==> src/rtl/if_fetch_stage.sv <==
// Instruction fetch stage: fetch pointer, 2-entry fetch queue and a REQ/DRAIN
// FSM that discards the one response still in flight after a redirect.
// Optional feature: define IF_STALL_COUNT_EN to enable the empty-queue cycle
// counter on stall_count (otherwise stall_count is tied to 0).
module if_fetch_stage #(
  parameter int unsigned BIT_NUMBER = 32
) (
  input  logic                  clk,
  input  logic                  rst,
  input  logic                  freeze,
  input  logic                  branch_taken,
  input  logic [BIT_NUMBER-1:0] branch_addr,
  output logic                  imem_req,
  output logic [BIT_NUMBER-1:0] imem_addr,
  input  logic                  imem_ready,
  input  logic [BIT_NUMBER-1:0] imem_rdata,
  output logic [BIT_NUMBER-1:0] pc,
  output logic [BIT_NUMBER-1:0] instruction,
  output logic                  valid,
  output logic [31:0]           stall_count
);

  localparam int unsigned W  = BIT_NUMBER;
  localparam int unsigned CW = 2;

  typedef enum logic {
    ST_REQ   = 1'b0,
    ST_DRAIN = 1'b1
  } state_t;

  state_t          state_q, state_d;
  logic [W-1:0]    fpc_q, fpc_d;
  logic [W-1:0]    drain_addr_q, drain_addr_d;
  logic            outst_q, outst_d;
  logic [CW-1:0]   cnt_q, cnt_d;
  logic [W-1:0]    e0_pc_q, e0_pc_d, e0_ins_q, e0_ins_d;
  logic [W-1:0]    e1_pc_q, e1_pc_d, e1_ins_q, e1_ins_d;
  logic            push_c, pop_c;
  logic [W-1:0]    new_pc_c;

  // Memory request interface and queue-head outputs (NOP bubble when empty)
  always_comb begin
    imem_req    = !rst && ((state_q == ST_DRAIN) || (cnt_q < CW'(2)) || outst_q);
    imem_addr   = (state_q == ST_DRAIN) ? drain_addr_q : fpc_q;
    valid       = (cnt_q != CW'(0));
    pc          = valid ? e0_pc_q  : W'(0);
    instruction = valid ? e0_ins_q : W'(0);
  end

  // Next-state: redirect priority, queue push/pop and drain handling
  always_comb begin
    state_d      = state_q;
    fpc_d        = fpc_q;
    drain_addr_d = drain_addr_q;
    outst_d      = outst_q;
    cnt_d        = cnt_q;
    e0_pc_d      = e0_pc_q;
    e0_ins_d     = e0_ins_q;
    e1_pc_d      = e1_pc_q;
    e1_ins_d     = e1_ins_q;
    push_c       = 1'b0;
    pop_c        = 1'b0;
    new_pc_c     = fpc_q + W'(4);

    unique case (state_q)
      ST_REQ: begin
        if (branch_taken) begin
          cnt_d   = CW'(0);
          fpc_d   = branch_addr;
          outst_d = 1'b0;
          // A response still owed by memory must be swallowed first
          if (imem_req && !imem_ready) begin
            state_d      = ST_DRAIN;
            drain_addr_d = fpc_q;
          end
        end else begin
          push_c  = imem_req && imem_ready;
          pop_c   = valid && !freeze;
          outst_d = imem_req && !imem_ready;
          if (push_c) begin
            fpc_d = new_pc_c;
          end
          unique case ({push_c, pop_c})
            2'b10: begin
              if (cnt_q == CW'(0)) begin
                e0_pc_d  = new_pc_c;
                e0_ins_d = imem_rdata;
              end else begin
                e1_pc_d  = new_pc_c;
                e1_ins_d = imem_rdata;
              end
              cnt_d = cnt_q + CW'(1);
            end
            2'b01: begin
              e0_pc_d  = e1_pc_q;
              e0_ins_d = e1_ins_q;
              cnt_d    = cnt_q - CW'(1);
            end
            2'b11: begin
              if (cnt_q == CW'(1)) begin
                e0_pc_d  = new_pc_c;
                e0_ins_d = imem_rdata;
              end else begin
                e0_pc_d  = e1_pc_q;
                e0_ins_d = e1_ins_q;
                e1_pc_d  = new_pc_c;
                e1_ins_d = imem_rdata;
              end
            end
            default: ;
          endcase
        end
      end
      ST_DRAIN: begin
        if (branch_taken) begin
          fpc_d = branch_addr;
        end
        if (imem_ready) begin
          state_d = ST_REQ;
        end
      end
      default: state_d = ST_REQ;
    endcase
  end

  // State register with synchronous reset
  always_ff @(posedge clk) begin
    if (rst) begin
      state_q      <= ST_REQ;
      fpc_q        <= W'(0);
      drain_addr_q <= W'(0);
      outst_q      <= 1'b0;
      cnt_q        <= CW'(0);
      e0_pc_q      <= W'(0);
      e0_ins_q     <= W'(0);
      e1_pc_q      <= W'(0);
      e1_ins_q     <= W'(0);
    end else begin
      state_q      <= state_d;
      fpc_q        <= fpc_d;
      drain_addr_q <= drain_addr_d;
      outst_q      <= outst_d;
      cnt_q        <= cnt_d;
      e0_pc_q      <= e0_pc_d;
      e0_ins_q     <= e0_ins_d;
      e1_pc_q      <= e1_pc_d;
      e1_ins_q     <= e1_ins_d;
    end
  end

`ifdef IF_STALL_COUNT_EN
  logic [31:0] stall_q;

  // Count non-reset cycles in which the queue is empty
  always_ff @(posedge clk) begin
    if (rst) begin
      stall_q <= 32'd0;
    end else if (!valid) begin
      stall_q <= stall_q + 32'd1;
    end
  end

  assign stall_count = stall_q;
`else
  assign stall_count = 32'd0;
`endif

endmodule

==> config.mk <==
export PLATFORM = sky130hd
export DESIGN_NAME = if_fetch_stage
export DESIGN_NICKNAME = d
export VERILOG_FILES = /design/src/rtl/if_fetch_stage.sv
export SDC_FILE = /design/constraint.sdc
export NUM_CORES = 1
export LEC_CHECK = 0
export CORE_MARGIN = 2
export CORE_UTILIZATION = 45
export DETAILED_ROUTE_END_ITERATION = 7
export HOLD_SLACK_MARGIN = 0.08
export MAX_ROUTING_LAYER = met4
export PLACE_DENSITY = 0.68
export RECOVER_POWER = 100
export SLEW_MARGIN = 20
export SYNTH_ARGS = -nofsm -noshare
export SYNTH_HDL_FRONTEND = slang
export SYNTH_SLANG_ARGS = --single-unit
==> constraint.sdc <==
create_clock -name clk -period 4.05 [get_ports clk]
set_input_delay 0.81 -clock clk [delete_from_list [all_inputs] [get_ports clk]]
set_output_delay 0.81 -clock clk [all_outputs]
set_load 0.01 [all_outputs]
==> results of run 1 <==
-- cell usage after synthesis (all sizes together), types with 2 or more instances --
library cell,number,share of area [%]
a31o,7,0.64
nor2b,66,4.3
nor3b,2,0.16
o31ai,3,0.23
o31a,3,0.27
a311oi,44,4.0
or3,5,0.32
buf,54,3.6
o221ai,4,0.36
o22ai,5,0.32
or4,3,0.27
a211o,2,0.18
and4,5,0.45
nand2,257,10
o32ai,5,0.45
a211oi,26,2.0
a22oi,7,0.55
a31oi,10,0.65
nor2,93,3.6
nand4,15,1.2
o21a,2,0.16
a2bb2oi,2,0.18
xnor2,17,1.5
a21oi,109,5.7
nand3,22,1.1
xor2,4,0.36
and3,9,0.58
mux2i,4,0.42
o21ai,57,3.0
nor3,22,1.1
ha,3,0.39
clkbuf,88,3.4
inv,16,0.62
and2,5,0.32
a221oi,6,0.61
nor4,14,1.5
a21boi,2,0.16
dfxtp,196,41
mux2,22,2.6
o211ai,5,0.39
a41oi,2,0.18
nand2b,5,0.32
or2,2,0.13
-- state kept, by name (all words and copies together) (netlist names) --
register / flops
drain_addr_q: 32
cnt_q: 2
outst_q: 1
fpc_q: 32
e0_ins_q: 32
e0_pc_q: 32
e1_ins_q: 32
e1_pc_q: 32
state_q: 1
-- per-layer routing --
metal	vias up	track usage, %
li1	4457	-
met4	0	8.77
met3	56	4.21
met1	4261	36.9
met5	-	-
met2	391	37.1
-- per-stage QoR --
step | cells | total power, uW
final | 1627 | 4320
after detailed placement | 1596 | 2680
after floorplan | 1271 | 2440
after global placement | 1596 | 2670
after global routing | 1627 | 4480
after CTS | 1627 | 4360
-- layout make-up --
| cell class | count | area, um2 |
|---|---|---|
| multi-input combinational | 916 | 5060 |
| tap | 275 | 344 |
| clock inverter | 13 | 146 |
| timing repair buffer | 192 | 1850 |
| inverter | 17 | 63.8 |
| sequential | 196 | 3930 |
| clock buffer | 18 | 439 |
| fill | 1974 | 9190 |
-- worst reg2reg max path, cell delays in order (launching register included) --
cell and delay [ps]:
dfxtp_1 370, inv_1 100, ha_2 660, nor4_1 170
a41oi_1 830, clkbuf_1 630, a311o_1 210, a21oi_1 60
-- kinds of logic (layout without fill, tap and decap cells) --
family | Yosys count | in the layout | share of synthesized area [%]
other | 1 | 32 | 0.0390
and+or+nand+nor | 527 | 527 | 25.6
DFF | 196 | 196 | 40.8
muxes | 26 | 26 | 2.99
xor gates and xnor gates | 21 | 21 | 1.91
AOI/OAI and AO/OA | 307 | 307 | 20.6
buffers and inverters | 159 | 240 | 7.73
adders and majority gates | 3 | 3 | 0.390
-- report_power, final --
group | internal, uW | total, uW | switching (uW)
logic | 232 | 539 | 306
registers | 2000 | 2080 | 82.2
clock network | 885 | 1700 | 819
-- final timing paths --
check	from	end	slack, ps	cells past startpoint
setup / recovery	rst	e1_pc_q[28]	540	4
hold / removal	e0_pc_q[8]	e0_pc_q[8]	450	2
setup reg to reg	cnt_q[1]	e0_pc_q[18]	810	7
hold reg to reg	e0_pc_q[8]	e0_pc_q[8]	450	2
==> impl_metrics.csv, run 1 <==
group,metric,value,unit
sta,setup_viol,0,
cts,clockBufferDepth,2,
sta,finalCritPeriodShare,86.6,%
sta,fin_setup_tns,0,ps
placement,io_buffers,166,
sta,final_max_slew_viol_count,99,
synthesis,synth.avg_cell_area,7.76,um2
setup_path,cp.arrival,3800,ps
synthesis,ys.flop_type,"dfxtp_1",
setup_path,crit_type,"in -> reg",
cts,root_buffer,"clkbuf_16",
sta,relSlewSlack,-35.3,%
cells_and_area,syn2layout_area_growth,22.9,%
sta,min_period,3510,ps
detailed_routing,wl_met3,2010,um
setup_path,critPathTopFamily,"buffers and inverters",
placement,dpl.hpwl,19200,um
setup_path,cp-end-kind,"register",
cts,cts_made_buffers,17,
run_status,status,"finished with violations",
floorplanning,die_area,22600,um2
synthesis,ys_seq_elements,196,
synthesis,netlist_area,9630,um2
detailed_routing,routedWlPerCell,17.4,um
synthesis,synth.distinct_cells,66,
placement,post_dp_cell_area,11300,um2
setup_path,cpPeakStageDelay,1570,ps
floorplanning,die_w,150,um
cells_and_area,fin_util,56.3,%
detailed_routing,drt-vias-per-instance,5.63,
grt,grt_pass1_wl,44700,um
floorplanning,io_pins,199,
sta,rsz0062_at_grt,"false",
grt,track_usage,25.9,%
sta,fin_worst_skew,7.92,ps
setup_path,cp_cell_sequence,"clkbuf_1 -> clkbuf_2 -> buf_4 -> nor3_1",
sta,worst_slack,545,ps
detailed_routing,wl_met2,12500,um
cells_and_area,mostFrequentLayoutCells,"nand2_1 (257), dfxtp_1 (195), a21oi_1 (109)",
detailed_routing,drt_first_pass_iters,7,
setup_path,crit_buf_inv,3,
sta,hold-worst-slack,446,ps
power,leakagePower,0.00421,uW
sta,hold_violations,0,
detailed_routing,ant_nets,0,
power,ir_drop,288,uV
detailed_routing,drc,0,
setup_path,cp-start-kind,"input port",
cts,cts_tree,"built",
grt,grt_pass1_vias,8134,
sta,tightestPinTransition,2030,ps
setup_path,crit_path_top_delay_cell,"clkbuf_2",
power,power_density,365,nW/um2
grt,grt_max_degree,99,
floorplanning,start_util,45.8,%
grt,antenna_found_initial,0,
setup_path,cp.required,4350,ps
floorplanning,die_h,150,um
floorplanning,rows,53,
detailed_routing,wl_met1,13100,um
cells_and_area,diodes,0,
detailed_routing,num_vias,9165,
sta,fmax,0.285,GHz
cts,cts_setup_buffers,0,
cts,path_clk_slew,70,ps
placement,place_ws,613,ps
detailed_routing,first_iter_violations,848,
synthesis,netlist_instances,1240,
cells_and_area,final_common_cell,"nand2_1",
floorplanning,core-area,21000,um2
synthesis,yosysWarnings,0,
detailed_routing,top_layer,"met4",
placement,gp_congestion,0.959,
cts,clock_sinks,196,
grt,grt-ovfl-total,0,
cells_and_area,final_nets,1412,
cts,cts_resized,0,
detailed_routing,wirelength,28300,um
synthesis,synth-edff-count,0,
synthesis,synth-seq-area-share,40.8,%
flow_run,max-cap-violations,1,
cts,clk_latency,440,ps
run_status,violations,"max-capacitance violations, max-slew violations",
cells_and_area,fin_area,11800,um2
cts,htreeDepth,4,
cts,hold_buffers,0,
synthesis,synthArstFlopShare,0,%
cells_and_area,drive_above_1_share,6.58,%
worst_hold_path,hp-class,"reg -> reg",
setup_path,cp_max_fo,98,
Note: power is estimated with default switching activity, not from simulation.
==> run 2: changes to the inputs <==
- PLACE_DENSITY: 0.68 -> not set
- PLACE_DENSITY_LB_ADDON: not set -> 0.08
==> impl_metrics.csv, run 2 (same netlist as run 1, synthesis figures left out) <==
group,metric,value,unit
sta,hold-worst-slack,449,ps
setup_path,cp-end-kind,"output pin",
floorplanning,io_pins,199,
cts,hold_buffers,0,
floorplanning,rows,53,
floorplanning,core-area,21000,um2
cells_and_area,fin_util,56.4,%
grt,grt_pass1_vias,7991,
power,ir_drop,269,uV
cts,cts_resized,0,
setup_path,crit_buf_inv,2,
sta,fmax,0.270,GHz
cts,path_clk_slew,70,ps
cts,clock_sinks,196,
detailed_routing,drt-vias-per-instance,5.54,
flow_run,max-cap-violations,0,
cells_and_area,final_common_cell,"nand2_1",
cells_and_area,drive_above_1_share,7.36,%
grt,grt_max_degree,167,
placement,gp_congestion,0.954,
power,power_density,361,nW/um2
detailed_routing,drt_first_pass_iters,6,
grt,antenna_found_initial,0,
cells_and_area,diodes,0,
grt,track_usage,25.9,%
cts,clockBufferDepth,2,
sta,min_period,3700,ps
detailed_routing,wirelength,28400,um
cts,cts_made_buffers,17,
cells_and_area,syn2layout_area_growth,23.1,%
floorplanning,die_area,22600,um2
power,leakagePower,0.00421,uW
floorplanning,start_util,45.8,%
floorplanning,die_w,150,um
placement,io_buffers,166,
sta,rsz0062_at_grt,"false",
sta,fin_worst_skew,10.4,ps
cts,root_buffer,"clkbuf_16",
detailed_routing,drc,0,
setup_path,cpPeakStageDelay,800,ps
run_status,status,"finished, final reports clean",
setup_path,crit_type,"reg -> out",
detailed_routing,first_iter_violations,721,
detailed_routing,num_vias,9047,
sta,setup_viol,0,
detailed_routing,ant_nets,0,
sta,fin_setup_tns,0,ps
cts,cts_tree,"built",
sta,finalCritPeriodShare,91.4,%
sta,hold_violations,0,
setup_path,cp-start-kind,"register",
placement,dpl.hpwl,19000,um
cells_and_area,mostFrequentLayoutCells,"nand2_1 (257), dfxtp_1 (196), a21oi_1 (109)",
worst_hold_path,hp-class,"reg -> reg",
setup_path,cp.required,3240,ps
sta,relSlewSlack,1.26,%
setup_path,cp.arrival,2890,ps
sta,final_max_slew_viol_count,0,
cells_and_area,final_nets,1417,
setup_path,cp_max_fo,46,
grt,grt_pass1_wl,44300,um
setup_path,crit_path_top_delay_cell,"clkbuf_2",
sta,tightestPinTransition,1480,ps
detailed_routing,routedWlPerCell,17.4,um
cts,htreeDepth,4,
cts,cts_setup_buffers,0,
cts,clk_latency,440,ps
floorplanning,die_h,150,um
setup_path,critPathTopFamily,"buffers and inverters",
grt,grt-ovfl-total,0,
setup_path,cp_cell_sequence,"clkbuf_2 -> o21ai_0 -> dlygate4sd3_1",
run 2: changes by cell type in the layout (fill, tap and decap cells not counted), sizes merged, moves of 2 or more:
cell           before  now
inv                20   23
clkbuf             27   31
clkdlybuf4s50      70   85
dlygate4sd3        95   80
clkinvlp            3    1
clkinv              6    8
run 2: final timing paths:
| check | startpoint | end | slack (ps) | depth (start not counted) |
|---|---|---|---|---|
| min | e0_pc_q[4] | e0_pc_q[4] | 450 | 2 |
| max | state_q | imem_addr[16] | 350 | 3 |
| min reg2reg | e0_pc_q[4] | e0_pc_q[4] | 450 | 2 |
| max reg2reg | state_q | e0_pc_q[26] | 580 | 7 |
run 2: cell type report:
| class | count | area [um2] |
|---|---|---|
| fillers | 2014 | 9170 |
| multi-input cells | 916 | 5090 |
| flip-flops and latches | 196 | 3920 |
| repair buffers | 197 | 1860 |
| clock buffers | 17 | 425 |
| well taps | 275 | 344 |
| clock inverters | 15 | 143 |
| inverters | 17 | 63.8 |
run 2: worst register-to-register path, stage by stage, from the launching register on:
cell and delay, ps:
dfxtp_1 650, clkbuf_2 810, nor4_1 210, a41oi_1 800, nor2_1 340, clkbuf_1 250, a22oi_1 160, a21oi_1 100
run 2: metal layers:
metal | part of all wire (%) | track usage, %
met4 | 2.4 | 8.63
met5 | 0 | -
met2 | 43 | 36.3
met1 | 48 | 37.8
met3 | 6.6 | 3.94
run 2: stage by stage:
stage,setup slack (ps),power (uW),instance area [um2],instances
floorplan,1530,2440,9740,1271
global placement,989,2680,11300,1601
detailed placement,938,2680,11300,1601
CTS,513,4320,11900,1633
global route,168,4450,11900,1633
finish,349,4280,11900,1633
run 2: power by group:
part	switching [uW]	leakage (uW)	internal, uW
Clock	835	0.000280	818
Sequential	82.0	0.00159	2000
Combinational	312	0.00234	238
==> run 3: changes to the inputs <==
- clock period: 4.05 -> 4 ns (I/O delays scaled with it)
==> impl_metrics.csv, run 3 (same netlist as run 1, synthesis figures left out) <==
group,metric,value,unit
detailed_routing,num_vias,9016,
sta,final_max_slew_viol_count,31,
cells_and_area,drive_above_1_share,7.23,%
cts,hold_buffers,0,
setup_path,rr_endpoint,"e0_pc_q[2]",
setup_path,cp.required,3200,ps
setup_path,cp_cell_sequence,"buf_4 -> mux2_2 -> dlygate4sd3_1",
setup_path,cp_max_fo,30,
worst_hold_path,min_path_cells,2,
grt,grt-ovfl-total,0,
power,ir_drop,303,uV
cells_and_area,nFillCells,2019,
sta,finalCritPeriodShare,92.7,%
setup_path,rrSetupSlack,620,ps
detailed_routing,first_iter_violations,669,
placement,io_buffers,166,
detailed_routing,drt-vias-per-instance,5.53,
run_status,status,"finished with violations",
detailed_routing,ant_nets,0,
power,power_density,369,nW/um2
setup_path,cp-start-kind,"register",
cts,clock_sinks,196,
setup_path,cpPeakStageDelay,990,ps
run_status,violations,"max-capacitance violations, max-slew violations",
sta,fmax,0.270,GHz
cts,cts_made_buffers,17,
cells_and_area,multi_input_area,5090,um2
placement,gp_congestion,0.945,
flow_run,max-cap-violations,1,
setup_path,reg2reg_depth,8,
setup_path,cp.arrival,2910,ps
floorplanning,rows,53,
cells_and_area,mostFrequentLayoutCells,"nand2_1 (257), dfxtp_1 (196), a21oi_1 (109)",
setup_path,cp-end-kind,"output pin",
cells_and_area,final_common_cell,"nand2_1",
worst_hold_path,worstHoldStart,"e0_pc_q[7]",
cells_and_area,regArea,3920,um2
floorplanning,io_pins,199,
sta,rsz0062_at_grt,"false",
setup_path,rr_startpoint,"cnt_q[1]",
sta,fin_setup_tns,0,ps
worst_hold_path,hold_end,"e0_pc_q[7]",
power,p_total,4390,uW
floorplanning,die_w,150,um
grt,grt_max_degree,165,
cells_and_area,final_nets,1414,
detailed_routing,wirelength,28200,um
grt,grt_pass1_vias,7996,
cells_and_area,syn2layout_area_growth,23.4,%
cells_and_area,diodes,0,
sta,relSlewSlack,-3.26,%
sta,setup_viol,0,
cts,path_clk_slew,80,ps
cts,root_buffer,"clkbuf_16",
floorplanning,start_util,45.8,%
sta,hold_violations,0,
detailed_routing,drc,0,
cts,clockBufferDepth,2,
worst_hold_path,hp-class,"reg -> reg",
sta,fin_worst_skew,8.54,ps
detailed_routing,routedWlPerCell,17.3,um
detailed_routing,drt_first_pass_iters,5,
cts,htreeDepth,4,
setup_path,crit_path_top_delay_cell,"dfxtp_1",
setup_path,crit_type,"reg -> out",
placement,dpl.hpwl,18800,um
power,leakagePower,0.00425,uW
floorplanning,die_h,150,um
sta,hold-worst-slack,448,ps
grt,antenna_found_initial,0,
grt,track_usage,25.7,%
cts,cts_resized,0,
cts,cts_setup_buffers,0,
floorplanning,core-area,21000,um2
cts,cts_tree,"built",
sta,min_period,3710,ps
floorplanning,die_area,22600,um2
sta,tightestPinTransition,1550,ps
grt,grt_pass1_wl,43800,um
cts,clk_latency,440,ps
run 3: cell type report:
type                    instances  share of cell area, %
multi-input cells             916                   42.8
flip-flops and latches        196                   33.0
repair buffers                194                   15.7
clock buffers                  17                   3.58
well taps                     275                   2.90
clock inverters                15                   1.48
inverters                      17                  0.537
run 3: critical path, delay by kind of cell (launching register included):
family | cells | cell delay (ps)
buffers and inverters | 2 | 1060
DFF | 1 | 990
muxes | 1 | 390
run 3: worst max path at each step:
| stage | from | endpoint | slack (ps) | cells after the start |
|---|---|---|---|---|
| after floorplan | branch_taken | e1_pc_q[3] | 1490 | 10 |
| after global placement | branch_taken | e0_pc_q[20] | 850 | 8 |
| after detailed placement | branch_taken | e0_pc_q[20] | 800 | 8 |
| after CTS | cnt_q[1] | pc[3] | 440 | 5 |
| after global routing | state_q | imem_addr[21] | 160 | 3 |
| final | state_q | imem_addr[21] | 290 | 3 |
run 3: power breakdown:
group / internal [uW] / switching (uW) / leakage (uW)
Sequential: 2020 / 82.3 / 0.00159
Clock: 849 / 881 / 0.000287
Combinational: 238 / 317 / 0.00237
Total: 3110 / 1280 / 0.00425
run 3: routing by layer:
layer | up-vias | wire (um) | track usage [%]
li1 | 4455 | - | -
met1 | 4147 | 13200 | 36.5
met2 | 372 | 12400 | 37.0
met3 | 42 | 1930 | 4.33
met4 | 0 | 656 | 8.44
met5 | - | 0 | -
run 3: metrics by stage:
step	util, %	cell area [um2]	instances	setup WS (ps)
floorplan	-	9740	1271	1490
global placement	53.9	11300	1598	849
detailed placement	53.9	11300	1598	801
CTS	56.8	11900	1630	445
global route	56.5	11900	1630	156
finish	56.5	11900	1630	293
